`config.mk`:
```
export PLATFORM = sky130hd
export DESIGN_NAME = axi_modify_id_ctrl
export DESIGN_NICKNAME = d
export VERILOG_FILES = /design/src/rtl/axi_modify_id_ctrl.sv
export SDC_FILE = /design/constraint.sdc
export NUM_CORES = 1
export LEC_CHECK = 0
export CORE_MARGIN = 3
export CORE_UTILIZATION = 59
export CTS_CLUSTER_SIZE = 10
export DETAILED_ROUTE_END_ITERATION = 8
export HOLD_SLACK_MARGIN = 0.03
export PLACE_DENSITY = 0.92
export SLEW_MARGIN = 10
export SYNTH_ARGS = -nofsm -noshare
export SYNTH_HDL_FRONTEND = slang
export SYNTH_SLANG_ARGS = --single-unit
```
`constraint.sdc`:
```
create_clock -name clk_i -period 4.9 [get_ports clk_i]
set_clock_uncertainty 0.05 [all_clocks]
set_input_delay 1.225 -clock clk_i [delete_from_list [all_inputs] [get_ports clk_i]]
set_output_delay 1.225 -clock clk_i [all_outputs]
set_load 0.02 [all_outputs]
```
`src/rtl/axi_modify_id_ctrl.sv`:
```
// ---------------------------------------------------------------------------
// axi_modify_id_ctrl
//
// Purpose:
//   ID allocator that feeds the replacement-ID inputs of an AXI ID-modify
//   connector. Wide slave-port IDs are remapped onto a small table of
//   master-port IDs, one table for writes (AW/B) and one for reads (AR/R).
//   Each table slot keeps a busy bit, the original slave ID and a count of
//   outstanding transactions. Responses are translated back to the original
//   slave ID by a combinational lookup. AW/AR handshakes are gated whenever
//   no master ID can be granted.
//
// Optional feature (macro AXI_MODIFY_ID_CTRL_ERR_EN):
//   Adds err_o / err_clr_i. err_o latches on a response to a non-busy slot
//   or an increment past MaxTxnsPerId, and clears on err_clr_i (set wins).
//   Without the macro those ports are absent and unmapped responses are
//   silently ignored.
//
// Ports:
//   clk_i, rst_i                 clock, asynchronous active-high reset
//   slv_aw_valid_i/slv_aw_id_i   AW request from slave port
//   slv_aw_ready_o               gated AW ready towards slave port
//   mst_aw_valid_o/mst_aw_id_o   gated AW valid and allocated ID to master
//   mst_aw_ready_i               AW ready from master port
//   slv_ar_* / mst_ar_*          same as AW for the read table
//   mst_b_valid_i/slv_b_ready_i  B handshake (decrements write slot)
//   mst_b_id_i -> slv_b_id_o     B ID lookup
//   mst_r_valid_i/slv_r_ready_i/mst_r_last_i  R handshake, last beat frees
//   mst_r_id_i -> slv_r_id_o     R ID lookup
//   wr_full_o / rd_full_o        every slot of the table is busy
// ---------------------------------------------------------------------------
module axi_modify_id_ctrl #(
    parameter int SlvIdWidth   = 4,
    parameter int MstIdWidth   = 2,
    parameter int MaxTxnsPerId = 4
) (
    input  logic                  clk_i,
    input  logic                  rst_i,
`ifdef AXI_MODIFY_ID_CTRL_ERR_EN
    input  logic                  err_clr_i,
    output logic                  err_o,
`endif
    input  logic                  slv_aw_valid_i,
    input  logic [SlvIdWidth-1:0] slv_aw_id_i,
    output logic                  slv_aw_ready_o,
    output logic                  mst_aw_valid_o,
    input  logic                  mst_aw_ready_i,
    output logic [MstIdWidth-1:0] mst_aw_id_o,
    input  logic                  slv_ar_valid_i,
    input  logic [SlvIdWidth-1:0] slv_ar_id_i,
    output logic                  slv_ar_ready_o,
    output logic                  mst_ar_valid_o,
    input  logic                  mst_ar_ready_i,
    output logic [MstIdWidth-1:0] mst_ar_id_o,
    input  logic                  mst_b_valid_i,
    input  logic                  slv_b_ready_i,
    input  logic [MstIdWidth-1:0] mst_b_id_i,
    output logic [SlvIdWidth-1:0] slv_b_id_o,
    input  logic                  mst_r_valid_i,
    input  logic                  slv_r_ready_i,
    input  logic                  mst_r_last_i,
    input  logic [MstIdWidth-1:0] mst_r_id_i,
    output logic [SlvIdWidth-1:0] slv_r_id_o,
    output logic                  wr_full_o,
    output logic                  rd_full_o
);

    localparam int NumSlots = 2 ** MstIdWidth;
    localparam int CntWidth = $clog2(MaxTxnsPerId + 1);
    localparam logic [CntWidth-1:0] MaxCnt = CntWidth'(MaxTxnsPerId);
    localparam logic [CntWidth-1:0] OneCnt = CntWidth'(1);
    localparam int WR = 0;
    localparam int RD = 1;

    // Both directions share one table implementation; index 0 is the write
    // table (AW/B), index 1 the read table (AR/R).
    logic [1:0]                 w_req_valid;
    logic [1:0][SlvIdWidth-1:0] w_req_id;
    logic [1:0]                 w_mst_ready;
    logic [1:0]                 w_mst_valid;
    logic [1:0]                 w_req_ready;
    logic [1:0][MstIdWidth-1:0] w_mst_id;
    logic [1:0]                 w_rsp_dec;
    logic [1:0][MstIdWidth-1:0] w_rsp_slot;
    logic [1:0][SlvIdWidth-1:0] w_rsp_id;
    logic [1:0]                 w_full;
`ifdef AXI_MODIFY_ID_CTRL_ERR_EN
    logic [1:0]                 w_err;
`endif

    assign w_req_valid[WR] = slv_aw_valid_i;
    assign w_req_valid[RD] = slv_ar_valid_i;
    assign w_req_id[WR]    = slv_aw_id_i;
    assign w_req_id[RD]    = slv_ar_id_i;
    assign w_mst_ready[WR] = mst_aw_ready_i;
    assign w_mst_ready[RD] = mst_ar_ready_i;
    // Writes retire on every B handshake, reads only on the last R beat.
    assign w_rsp_dec[WR]   = mst_b_valid_i & slv_b_ready_i;
    assign w_rsp_dec[RD]   = mst_r_valid_i & slv_r_ready_i & mst_r_last_i;
    assign w_rsp_slot[WR]  = mst_b_id_i;
    assign w_rsp_slot[RD]  = mst_r_id_i;

    assign mst_aw_valid_o = w_mst_valid[WR];
    assign slv_aw_ready_o = w_req_ready[WR];
    assign mst_aw_id_o    = w_mst_id[WR];
    assign mst_ar_valid_o = w_mst_valid[RD];
    assign slv_ar_ready_o = w_req_ready[RD];
    assign mst_ar_id_o    = w_mst_id[RD];
    assign slv_b_id_o     = w_rsp_id[WR];
    assign slv_r_id_o     = w_rsp_id[RD];
    assign wr_full_o      = w_full[WR];
    assign rd_full_o      = w_full[RD];

    genvar gd;
    genvar gi;
    generate
        for (gd = 0; gd < 2; gd++) begin : gen_dir
            logic [NumSlots-1:0]                 w_busy;
            logic [NumSlots-1:0][SlvIdWidth-1:0] w_id;
            logic [NumSlots-1:0][CntWidth-1:0]   w_cnt;
            logic                                w_hit;
            logic                                w_free;
            logic [MstIdWidth-1:0]               w_hit_idx;
            logic [MstIdWidth-1:0]               w_free_idx;
            logic [MstIdWidth-1:0]               w_slot;
            logic                                w_grant;
            logic                                w_inc;

            // Allocation looks only at registered state and the request ID,
            // so the stall decision cannot change while valid is held.
            // Scanning from the top lets the lowest index win both searches.
            always_comb begin
                w_hit      = 1'b0;
                w_free     = 1'b0;
                w_hit_idx  = '0;
                w_free_idx = '0;
                for (int i = NumSlots - 1; i >= 0; i--) begin
                    if (w_busy[i] && (w_id[i] == w_req_id[gd])) begin
                        w_hit     = 1'b1;
                        w_hit_idx = MstIdWidth'(i);
                    end
                    if (!w_busy[i]) begin
                        w_free     = 1'b1;
                        w_free_idx = MstIdWidth'(i);
                    end
                end
            end

            // A busy ID must stay on its slot for ordering, so a hit at the
            // outstanding limit stalls instead of falling back to a free slot.
            assign w_grant = w_hit ? (w_cnt[w_hit_idx] < MaxCnt) : w_free;
            assign w_slot  = w_hit ? w_hit_idx : w_free_idx;

            assign w_mst_valid[gd] = w_req_valid[gd] & w_grant & ~rst_i;
            assign w_req_ready[gd] = w_mst_ready[gd] & w_grant & ~rst_i;
            assign w_mst_id[gd]    = w_slot;
            assign w_inc           = w_mst_valid[gd] & w_mst_ready[gd];

            assign w_rsp_id[gd] = w_id[w_rsp_slot[gd]];
            assign w_full[gd]   = &w_busy;

`ifdef AXI_MODIFY_ID_CTRL_ERR_EN
            // The over-limit term cannot fire while the grant logic holds; it
            // is kept as a guard against a broken handshake upstream.
            assign w_err[gd] = (w_rsp_dec[gd] && !w_busy[w_rsp_slot[gd]]) ||
                               (w_inc && w_hit && (w_cnt[w_hit_idx] >= MaxCnt));
`endif

            for (gi = 0; gi < NumSlots; gi++) begin : gen_slot
                logic                  r_busy;
                logic [SlvIdWidth-1:0] r_id;
                logic [CntWidth-1:0]   r_cnt;
                logic                  w_inc_here;
                logic                  w_dec_here;

                assign w_inc_here = w_inc && (w_slot == MstIdWidth'(gi));
                assign w_dec_here = w_rsp_dec[gd] && (w_rsp_slot[gd] == MstIdWidth'(gi));

                always_ff @(posedge clk_i or posedge rst_i) begin
                    if (rst_i) begin
                        r_busy <= 1'b0;
                        r_id   <= '0;
                        r_cnt  <= '0;
                    end else if (w_inc_here && w_dec_here && r_busy) begin
                        // One in, one out: count and busy are unchanged.
                        r_cnt <= r_cnt;
                    end else if (w_inc_here) begin
                        if (!r_busy) begin
                            r_busy <= 1'b1;
                            r_id   <= w_req_id[gd];
                            r_cnt  <= OneCnt;
                        end else begin
                            r_cnt <= r_cnt + OneCnt;
                        end
                    end else if (w_dec_here && r_busy) begin
                        // Responses to an idle slot are dropped (no underflow).
                        r_cnt <= r_cnt - OneCnt;
                        if (r_cnt == OneCnt) begin
                            r_busy <= 1'b0;
                        end
                    end
                end

                assign w_busy[gi] = r_busy;
                assign w_id[gi]   = r_id;
                assign w_cnt[gi]  = r_cnt;
            end
        end
    endgenerate

`ifdef AXI_MODIFY_ID_CTRL_ERR_EN
    logic r_err;

    always_ff @(posedge clk_i or posedge rst_i) begin
        if (rst_i) begin
            r_err <= 1'b0;
        end else if (|w_err) begin
            r_err <= 1'b1;
        end else if (err_clr_i) begin
            r_err <= 1'b0;
        end
    end

    assign err_o = r_err;
`endif

endmodule

```
==> run_results.csv <==
group,metric,value,unit
die,core,7850,um^2
final_layout,layout_commonest_cell,"dfrtp_1",
synth,yosysSeqAreaShare,33.1,%
placed_design,dp_hpwl,8790,um
global_routing,grt_pass1_vias,4288,
setup_path,path_max_fanout,4,
detailed_routing,wl_per_cell,18.2,um
detailed_routing,drt-total-wl,12200,um
placed_design,io_buffers,40,
final_layout,n_antenna_cell,0,
power,p_leak,0.00269,uW
placed_design,dpl.cell_count,653,
placed_design,gp_congestion,0.858,
setup_path,crit_chain,"dlygate4sd2_1 -> xor2_1 -> nor3_2 -> nand3_2 -> or3b_1 -> a211o_1 -> a32o_1 -> and3_1 -> dlygate4sd2_1",
clock_tree,cts_tree,"done",
setup_path,path_depth,9,
power,vdd_ir_drop_max,0.000427,V
setup_path,critPathTopFamily,"simple AND/OR/NAND/NOR gates",
power,total_power,3230,uW
die,die_y,96.5,um
final_layout,fin_cells,670,
synth,ys_async_sr_fraction,100,%
setup_path,critPathMaxStageDelay,0.38,ns
timing,setup_violations,0,
min_path,min_from,"gen_dir[1].gen_slot[1].r_id[1]",
synth,yosys_warnings,0,
setup_path,cp_common_cell,"dlygate4sd2_1",
setup_path,r2r_end,"gen_dir[0].gen_slot[2].r_id[2]",
timing,finalHoldViolations,0,
clock_tree,root_buffer,"clkbuf_8",
global_routing,groute.usage.overall,28.0,%
synth,synth_area_per_cell,9.45,um^2
die,initial_core_util,61.6,%
setup_path,r2r_setup_slack,1.53,ns
timing,rsz0062_at_grt,"false",
setup_path,crit_path_start,"slv_ar_id_i[3]",
synth,syn_inst,512,
placed_design,post-place-ws,-0.282,ns
clock_tree,cts_made_buffers,9,
setup_path,cp_data_arrival_time,3.45,ns
detailed_routing,via_per_inst,6.31,
run,drv_cap,0,
setup_path,cp-start-kind,"input port",
final_layout,fin_util,72.3,%
clock_tree,clk_latency,0.36,ns
die,rows,32,
setup_path,crit_required,3.62,ns
synth,synth.ff_latch_count,64,
clock_tree,clkTransAtPathRegs,0.07,ns
synth,synth_top_area_share,33.1,%
synth,synth_ff_type,"dfrtp_1",
min_path,hp-class,"reg2reg",
setup_path,crit_type,"in2out",
clock_tree,ctsHoldBuffers,0,
timing,drv_slew,0,
final_layout,area_delta_synth_final,17.3,%
detailed_routing,postRouteAntennaNets,0,
detailed_routing,drt_iter0_drc,227,
timing,period_needed,4.73,ns
global_routing,grt_max_degree,44,
setup_path,end_kind,"primary output",
detailed_routing,vias,4229,
synth,synth_area_leaders,"dfrtp_1 33%, mux2_2 6.3%, ha_1 6.2%",
detailed_routing,drc_errors,0,
synth,synth_cell_types,67,
timing,period_share,96.4,%
synth,yosys.area.top_type,"dfrtp_1",
synth,synth_area,4840,um^2
status,status,"complete, no violations",
timing,fmax,0.212,GHz
clock_tree,clock_path_buffers,2,
global_routing,antenna_found_initial,0,
global_routing,grt_pass1_wl,20100,um
setup_path,slowest_stage,"or3b_1",
synth,syn_nets,559,
timing,whs,0.504,ns
setup_path,cp-endpoint,"slv_ar_ready_o",
power,powerDensity,569,nW/um^2
setup_path,worst_r2r_path_depth,10,
final_layout,layout_common_cells,"64 x dfrtp_1, 57 x nand2_1, 33 x inv_1",
timing,finalWorstSetupSlack,0.174,ns
synth,synth_edf_count,0,
die,fp.dieW,96.5,um
die,ios,41,
die,fp.dieArea,9320,um^2
clock_tree,cts.sinks,64,
detailed_routing,drt-pass1-iter-count,8,
final_layout,drive_above_1_share,21.0,%
setup_path,path_buf_inv,2,
setup_path,worstReg2RegStart,"gen_dir[0].gen_slot[0].r_busy",
clock_tree,cts_htree_levels,3,
final_layout,nNetsFinal,610,
timing,worstMarginPinSlew,0.565,ns
global_routing,grt_overflow,0,
timing,slew_headroom,62.2,%
==> per-stage QoR <==
stage               instance area (um^2)  setup TNS (ns)
global placement                    5420          -0.659
CTS                                 5630               0
finish                              5670               0
detailed placement                  5420          -0.975
global route                        5670               0
floorplan                           4840               0
==> worst min path at each step <==
| stage | to | slack [ns] | cells after the start |
|---|---|---|---|
| floorplan | gen_dir[1].gen_slot[2].r_cnt[1] | 0.44 | 2 |
| global placement | gen_dir[1].gen_slot[2].r_id[1] | 0.47 | 1 |
| detailed placement | gen_dir[0].gen_slot[0].r_id[1] | 0.49 | 1 |
| CTS | gen_dir[1].gen_slot[2].r_id[1] | 0.51 | 1 |
| global route | gen_dir[1].gen_slot[3].r_id[2] | 0.54 | 1 |
| finish | gen_dir[1].gen_slot[1].r_id[1] | 0.50 | 1 |
==> what timing repair did <==
action | in CTS | in global routing
endpoints found under the setup margin | 4 | 6
gates cloned | 0 | 0
buffers inserted | 0 | 1
pin swaps | 0 | 3
resized for setup | 13 | 14
==> layer usage <==
metal / track usage [%] / vias to the layer above / wire (um)
met2: 50.1 / 188 / 6270
met5: 0 / - / 0
met4: 14.3 / 0 / 454
li1: - / 1940 / -
met3: 4.73 / 54 / 739
met1: 32.0 / 2047 / 4730
==> cell usage after synthesis (12+ instances only) <==
library cell and n:
dfrtp_1 64, nand2_1 57, inv_1 34, nand3_1 32
mux2_2 27, ha_1 24, xor2_1 24, nor2_1 22
and3_1 15, nor3_1 15, clkbuf_1 14, mux2i_1 13
nand2b_1 12
==> where the power goes <==
part / leakage (uW) / switching [uW] / internal, uW
clock network: 0.0000952 / 223 / 234
registers: 0.000771 / 344 / 762
logic: 0.00182 / 850 / 817
==> logic make-up after synthesis <==
kind of cell,after synthesis,share of synthesized area [%]
AO/OA/AOI/OAI,68,11.3
AND/OR/NAND/NOR,209,23.8
buffers and inverters,62,5.66
flip-flops,64,33.1
multiplexers,52,13.9
XOR/XNOR,33,5.98
adder cells (fa/ha/maj),24,6.21
==> flip-flops by register name, indices dropped and copies added (netlist names) <==
| signal | flops |
|---|---|
| gen_dir.gen_slot.r_id | 32 |
| gen_dir.gen_slot.r_cnt | 24 |
| gen_dir.gen_slot.r_busy | 8 |
==> layout make-up <==
type | instances | area, um^2
Fill cell | 568 | 2170
Tap cell | 102 | 128
Inverter | 35 | 131
Sequential cell | 64 | 1600
Clock inverter | 7 | 72.6
Timing Repair Buffer | 67 | 603
Clock buffer | 9 | 124
Multi-Input combinational cell | 386 | 3010
Power figures use the tool's default switching activity.
